### src/rtl/row_assembler_pkg.sv
// rtl/row_assembler_pkg.sv - byte constants, state/class enums and the byte classifier
package row_assembler_pkg;

  localparam logic [7:0] CHAR_ROLL  = 8'h40;
  localparam logic [7:0] CHAR_EMPTY = 8'h2E;
  localparam logic [7:0] CHAR_EOL   = 8'h0A;
  localparam logic [7:0] CHAR_EOI   = 8'h00;

  typedef enum logic [1:0] {FIRST, ROWS, DONE} state_e;

  typedef enum logic [2:0] {CELL1, CELL0, EOL, EOI, OTHER} byte_class_e;

  function automatic byte_class_e classify(input logic [7:0] b);
    case (b)
      CHAR_ROLL:  return CELL1;
      CHAR_EMPTY: return CELL0;
      CHAR_EOL:   return EOL;
      CHAR_EOI:   return EOI;
      default:    return OTHER;
    endcase
  endfunction

endpackage

### src/rtl/row_assembler.sv
// rtl/row_assembler.sv - packs ASCII grid bytes into row bitmaps with width/overflow checking
module row_assembler
  import row_assembler_pkg::*;
#(
  parameter int MAX_COLS      = 160,
  parameter int COL_WIDTH     = $clog2(MAX_COLS + 1),
  parameter int ROW_CNT_WIDTH = 16
) (
  input  logic                     tck,
  input  logic                     rst_n,
  input  logic [7:0]               data,
  input  logic                     valid,
  output logic [MAX_COLS-1:0]      row_bits,
  output logic [COL_WIDTH-1:0]     row_width,
  output logic                     row_valid,
  output logic [ROW_CNT_WIDTH-1:0] row_count,
  output logic                     grid_done,
  output logic                     err_width,
  output logic                     err_overflow
);

  localparam logic [COL_WIDTH-1:0] COL_FULL = COL_WIDTH'(MAX_COLS);

  state_e                state;
  logic [MAX_COLS-1:0]   work;
  logic [COL_WIDTH-1:0]  col;
  logic [COL_WIDTH-1:0]  ref_width;

  byte_class_e cls;
  logic        active;
  logic        is_cell;
  logic        is_eol;
  logic        is_eoi;
  logic        flush;

  always_comb begin
    cls     = classify(data);
    active  = valid && (state != DONE);
    is_cell = active && ((cls == CELL1) || (cls == CELL0));
    is_eol  = active && (cls == EOL);
    is_eoi  = active && (cls == EOI);
    // Blank lines never emit; EOI flushes a partial row just like EOL.
    flush   = (is_eol || is_eoi) && (col != '0);
  end

  always_ff @(posedge tck or negedge rst_n) begin
    if (!rst_n) begin
      state        <= FIRST;
      work         <= '0;
      col          <= '0;
      ref_width    <= '0;
      row_bits     <= '0;
      row_width    <= '0;
      row_valid    <= 1'b0;
      row_count    <= '0;
      grid_done    <= 1'b0;
      err_width    <= 1'b0;
      err_overflow <= 1'b0;
    end else begin
      row_valid <= 1'b0;
      grid_done <= 1'b0;

      if (is_cell) begin
        if (col != COL_FULL) begin
          // work is cleared on every flush, so only the set case needs writing.
          work <= work | (MAX_COLS'(cls == CELL1) << col);
          col  <= col + 1'b1;
        end else begin
          err_overflow <= 1'b1;
        end
      end

      if (flush) begin
        row_bits  <= work;
        row_width <= col;
        row_valid <= 1'b1;
        work      <= '0;
        col       <= '0;
        if (row_count != '1) row_count <= row_count + 1'b1;
        if (state == FIRST) begin
          ref_width <= col;
          state     <= ROWS;
        end else if (col != ref_width) begin
          err_width <= 1'b1;
        end
      end

      if (is_eoi) begin
        grid_done <= 1'b1;
        state     <= DONE;
      end
    end
  end

endmodule

### config.mk
export PLATFORM = sky130hd
export DESIGN_NAME = row_assembler
export DESIGN_NICKNAME = d
export VERILOG_FILES = /design/src/rtl/row_assembler_pkg.sv /design/src/rtl/row_assembler.sv
export SDC_FILE = /design/constraint.sdc
export NUM_CORES = 1
export LEC_CHECK = 0
export CAP_MARGIN = 15
export CELL_PAD_IN_SITES_DETAIL_PLACEMENT = 1
export CELL_PAD_IN_SITES_GLOBAL_PLACEMENT = 1
export CORE_MARGIN = 2
export CORE_UTILIZATION = 42
export DETAILED_ROUTE_END_ITERATION = 16
export PLACE_DENSITY_LB_ADDON = 0.12
export SYNTH_ARGS = -nofsm -noshare
export SYNTH_HDL_FRONTEND = slang
export SYNTH_SLANG_ARGS = --single-unit
export TNS_END_PERCENT = 20
### constraint.sdc
create_clock -name tck -period 2.4 [get_ports tck]
set_input_delay 0.72 -clock tck [delete_from_list [all_inputs] [get_ports tck]]
set_output_delay 0.72 -clock tck [all_outputs]
set_load 0.1 [all_outputs]
Yosys cells after proc, flatten, opt, wreduce, memory -nomap -nowiden
Index checks and enable logic that the tools add are counted.

Add/subtract/negate cells: 2. Multiply operators: 0. Div/mod/pow operators: 0. $lt $le $gt $ge: 0. Equality and inequality tests: 10. Shifts and indexed selects: 1. Muxes and demuxes: 12. Bitwise gates (word level): 3. Reduce and logical (&&, ||, !) cells: 21.

Operators by type and width (count): $mux W160 (3); $or A160 B160 Y160 (1); $shl A1 B8 Y160 (1); $mux W8 (3); $add A16 B1 Y16 const B (1); $ne A16 B16 Y1 const B (1); $pmux W3 S4 (1); $reduce_and A2 Y1 (5); $add A8 B1 Y8 const B (1); $eq A8 B4 Y1 const B (1); $eq A8 B6 Y1 const B (1); $eq A8 B7 Y1 const B (1); $logic_not A8 Y1 (1); $ne A8 B8 Y1 (1); $ne A8 B8 Y1 const B (1); $reduce_bool A2 Y1 (4); $reduce_bool A8 Y1 (1); $eq A3 B2 Y1 const B (2); $mux W2 (3); $logic_and A1 B1 Y1 (5); $eq A3 B1 Y1 const B (1); $logic_not A3 Y1 (1); $reduce_and A3 Y1 (1); $logic_not A2 Y1 (1); other kinds (4) (7).

Register bits after elaboration: 366. Latch bits: 0. Memory bits (writable): 0. Bits in read-only memories: 0. Bits of input ports: 11. Output and inout bits: 188. Word-level logic and storage cells: 60. Memories: 0.

Logic depth before layout (Yosys ltp)
Word-level depth: 8. Depth in mapped cells: 11. Depth with buffers taken out: 8.

Worst setup path after synthesis
Ideal clock, no wire load.

Path type: input port to flip-flop. From: in data[0]. To: reg ref_width[0]. Setup time: 0.125 ns. Arrival: 2.544 ns. Data required time: 2.275 ns. Slack: -0.270 ns. Cell stages on the path: 6. Buffers on the path: 1. Path through: or4_4 nor4_4 nand3_2 or3_1 buf_6 mux2_4.

Longest elaborated chain between the ends: 7. Elaborated cells on any way between the ends: 12. Those cells by class: eq/ne (5); mux (1); reduce/logical (6).

RTL lines: from (decl) (line row_assembler.sv:11) `input logic [7:0] data,`; $eq A8 B4 Y1, or another cell as far along (line row_assembler_pkg.sv:14) `case (b)`; $pmux W3 S4 (*) (line row_assembler_pkg.sv:14); $eq A3 B2 Y1, on equally long branches (line row_assembler.sv:40, row_assembler.sv:41); $logic_and A1 B1 Y1, on equally long branches (line row_assembler.sv:40, row_assembler.sv:41); $logic_or A1 B1 Y1 (*) (line row_assembler.sv:43) `flush = (is_eol || is_eoi) && (col != '0);`; $logic_and A1 B1 Y1 (*) (line row_assembler.sv:43); $reduce_and A2 Y1 (no line) (*); to (signal assigned) (line row_assembler.sv:81) `ref_width <= col;`; to (decl) (line row_assembler.sv:27) `logic [COL_WIDTH-1:0] ref_width;`.

Every way passes the cells marked *; elsewhere a longest branch is shown, timed or not. A chain may end at the register's enable or synchronous reset.

Worst setup path in the final report
From: in data[6]. To: reg col[7].

Longest elaborated chain between the ends: 8. Elaborated cells on any way between the ends: 19. Those cells by class: eq/ne (6); mux (2); reduce/logical (11).

RTL lines: $eq A8 B4 Y1, or another cell as far along (line row_assembler_pkg.sv:14); $pmux W3 S4 (*) (line row_assembler_pkg.sv:14); $eq A3 B2 Y1, on equally long branches (line row_assembler.sv:40, row_assembler.sv:41); $logic_and A1 B1 Y1, on equally long branches (line row_assembler.sv:40, row_assembler.sv:41); $logic_or A1 B1 Y1 (line row_assembler.sv:43); $logic_and A1 B1 Y1 (line row_assembler.sv:43); $reduce_bool A2 Y1 (no line); $reduce_and A2 Y1 (no line); to (signal assigned) (line row_assembler.sv:67) `col <= col + 1'b1;`; to (decl) (line row_assembler.sv:26) `logic [COL_WIDTH-1:0] col;`.

Marks and branches as above.

==> summary.txt <==
Fin. Hold Viols = 0
min-delay worst type = in -> async
max-slew violations = 0
Max FO, Critical Path = 4
WL per Instance = 19.1 um
Synth Area per Inst = 9.95 sq um
hold_buf cts = 0
layout cell share with drive strength beyond 1 = 0.237
Register-to-Register Path Depth = 8
dominant cell type by area after synthesis = dfrtp_1
crit path time final = 2.35 ns
I/O pin total = 199
startpoint types = input pin
num rows = 67
status = finished, final reports clean
die area = 0.0356 sq mm
Finished Cell Area = 0.0186 sq mm
arrival time worst endpoint = 2.81 ns
Synth top area share = 0.639
GRT busiest layer = met2
M3 GR Usage = 0.0507
1st-iter DRT viols = 600
number of library cell types mapped by synthesis = 50
global-route track usage on met2 = 0.413
top-count cell post-synth = nand2_1
chip height = 189 um
fin util = 0.553
Cells after Synth = 1441
VDD IR max = 0.405 mV
power per cell area = 694 mW/mm^2
CTS root buf = clkbuf_16
most instantiated cells after synthesis = 583 x nand2_1, 366 x dfrtp_1, 81 x nor2_1
CP Capture Type = flop
slowest stage delay, CP = 0.56 ns
Nets = 1738
DP Area = 0.0172 sq mm
fillers = 3757
largest cells by area after synthesis = dfrtp_1 64%, nand2_1 15%, a22o_1 3.9%
global-route wire length before repair = 68200 um
Synthesis Warnings = 0
Setup violations, final = 0
Post-synth EDFFs = 0
TritonCTS clock tree = yes
critical path's slowest cell = or4_4
Critical Path, Cell by Cell = buf_2, or4_4, buf_4, or2_2, a2111o_1, or3_1, a21oi_1
Worst slew margin = 0.523
Setup TNS = 0 ns
antenna violations before repair = 0
dpl cells = 2127
Clock Sinks = 366
multi-input logic area = 0.00493 sq mm
synthesized area = 0.0143 sq mm
residual antenna-violating net count after detailed routing = 0
Core ar. = 0.0336 sq mm
Worst Path Required = 2.86 ns
Tightest Pin Transition = 0.713 ns
drc violations = 0
number of global-route vias before repair = 12300
M1 GR Usage = 0.315
# diodes = 0
syn nets = 1455
Detailed Place HPWL = 29400 um
number of iterations in the first detailed-routing pass = 5
GP Congestion = 0.858
CTS H-Tree Depth = 2
grt ovf = 0
leakage = 9.80 nW
Reg area = 0.00916 sq mm
#FFs+latches synth = 366
Clk Latency, worst-skew pair = 0.54 ns
final std cells w/o fill = 2200
Tot GR Track Use = 0.242
ys flop type = dfrtp_1
CP Class = in -> reg
post-DR vias/cell = 5.19
Die W = 189 um
Period Utilization, post-route = 0.978
Async S/R FF share, synth = 1.00
total routed wirelength = 42000 um
Worst-path clk slew = 0.06 ns
register area share after synthesis = 0.639
synthesis-to-layout area growth = 29.5%
CTS Buffer Depth = 3
cts bufs inserted = 40
Starting Density = 0.427
max cap viols = 0
routed vias = 11400
Clock Skew = 0.0221 ns
largest net degree at the start of global routing = 65
Peak Freq = 426 MHz
port buffer count = 198
[layout by cell type, fill, tap and decap left out, drive strengths merged, types with 4 or more instances in the layout]
cell / instances
a21oi: 23
a22o: 64
a32o: 10
and3: 5
buf: 312
clkbuf: 62
clkdlybuf4s50: 4
clkinv: 8
dfrtp: 366
inv: 6
mux2: 10
nand2: 583
nand2b: 6
nand3: 29
nand4: 12
nor2: 81
nor2b: 5
nor3: 13
nor4: 8
o21a: 17
o21ai: 63
or2: 5
or3: 6
xnor2: 20
xor2: 4
[stage by stage]
stage               setup WS, ns  total power, mW  hold WS, ns
floorplan                 -0.267             6.56        0.424
detailed placement        -0.719             6.93        0.452
finish                    0.0519             12.9        0.125
CTS                     -0.00152             13.0        0.124
global placement          -0.693             6.92        0.450
global route            -0.00358             13.3        0.139
[area by class of cell]
cell class	instances	area share
multi-input cells	991	0.265
inverters	6	0.00162
clock buffers	61	0.0663
repair buffers	319	0.139
flip-flops and latches	366	0.493
well taps	448	0.0302
clock inverters	9	0.00438
[sequential cells by signal, summed over array words and instances, names as in the netlist]
name and flops:
row_bits 160, work 160, row_count 16, col 8, ref_width 8, row_width 8
state 2, err_overflow 1, err_width 1, grid_done 1, row_valid 1
[repair_timing]
item,4_1_cts,5_1_grt
setup endpoints to repair,261,126
gates resized for setup,24,19
setup buffers,1,3
pin swaps,6,7
[critical path, delay by kind of cell]
| family | cells | cell delay [ns] |
|---|---|---|
| simple gates | 3 | 1.26 |
| compound gates | 2 | 0.57 |
| buf+inv | 2 | 0.27 |
[report_power, final]
part / total, mW / switching [mW] / internal, mW / leakage, nW
sequential: 6.21 / 0.0183 / 6.20 / 5.10
combinational: 0.603 / 0.449 / 0.154 / 4.04
clock: 6.08 / 2.44 / 3.64 / 0.655
[kinds of logic after synthesis]
kind of cell               Yosys count  share of synthesized area
buffers and inverters               84                     0.0245
muxes                               11                     0.0106
adders and majority gates            3                    0.00262
DFF                                366                      0.639
and+or+nand+nor                    765                      0.217
xor gates and xnor gates            24                     0.0147
AOI/OAI and AO/OA                  188                     0.0916
[metal layers]
layer / vias up / part of all wire
li1: 5296 / -
met1: 5810 / 0.43
met2: 250 / 0.50
met3: 72 / 0.052
met4: 0 / 0.021
met5: - / 0
[path summary, 6_finish.rpt]
check,to,slack [ns],startpoint
worst max-delay path,col[7],0.05,data[6]
worst min-delay path,row_bits[143],0.12,rst_n
worst max register to register,work[79],0.16,col[1]
worst min register to register,row_bits[3],0.47,work[3]
max in group asynchronous,work[117],1.49,rst_n
min in group tck,row_bits[3],0.47,work[3]
Power figures use the tool's default switching activity.
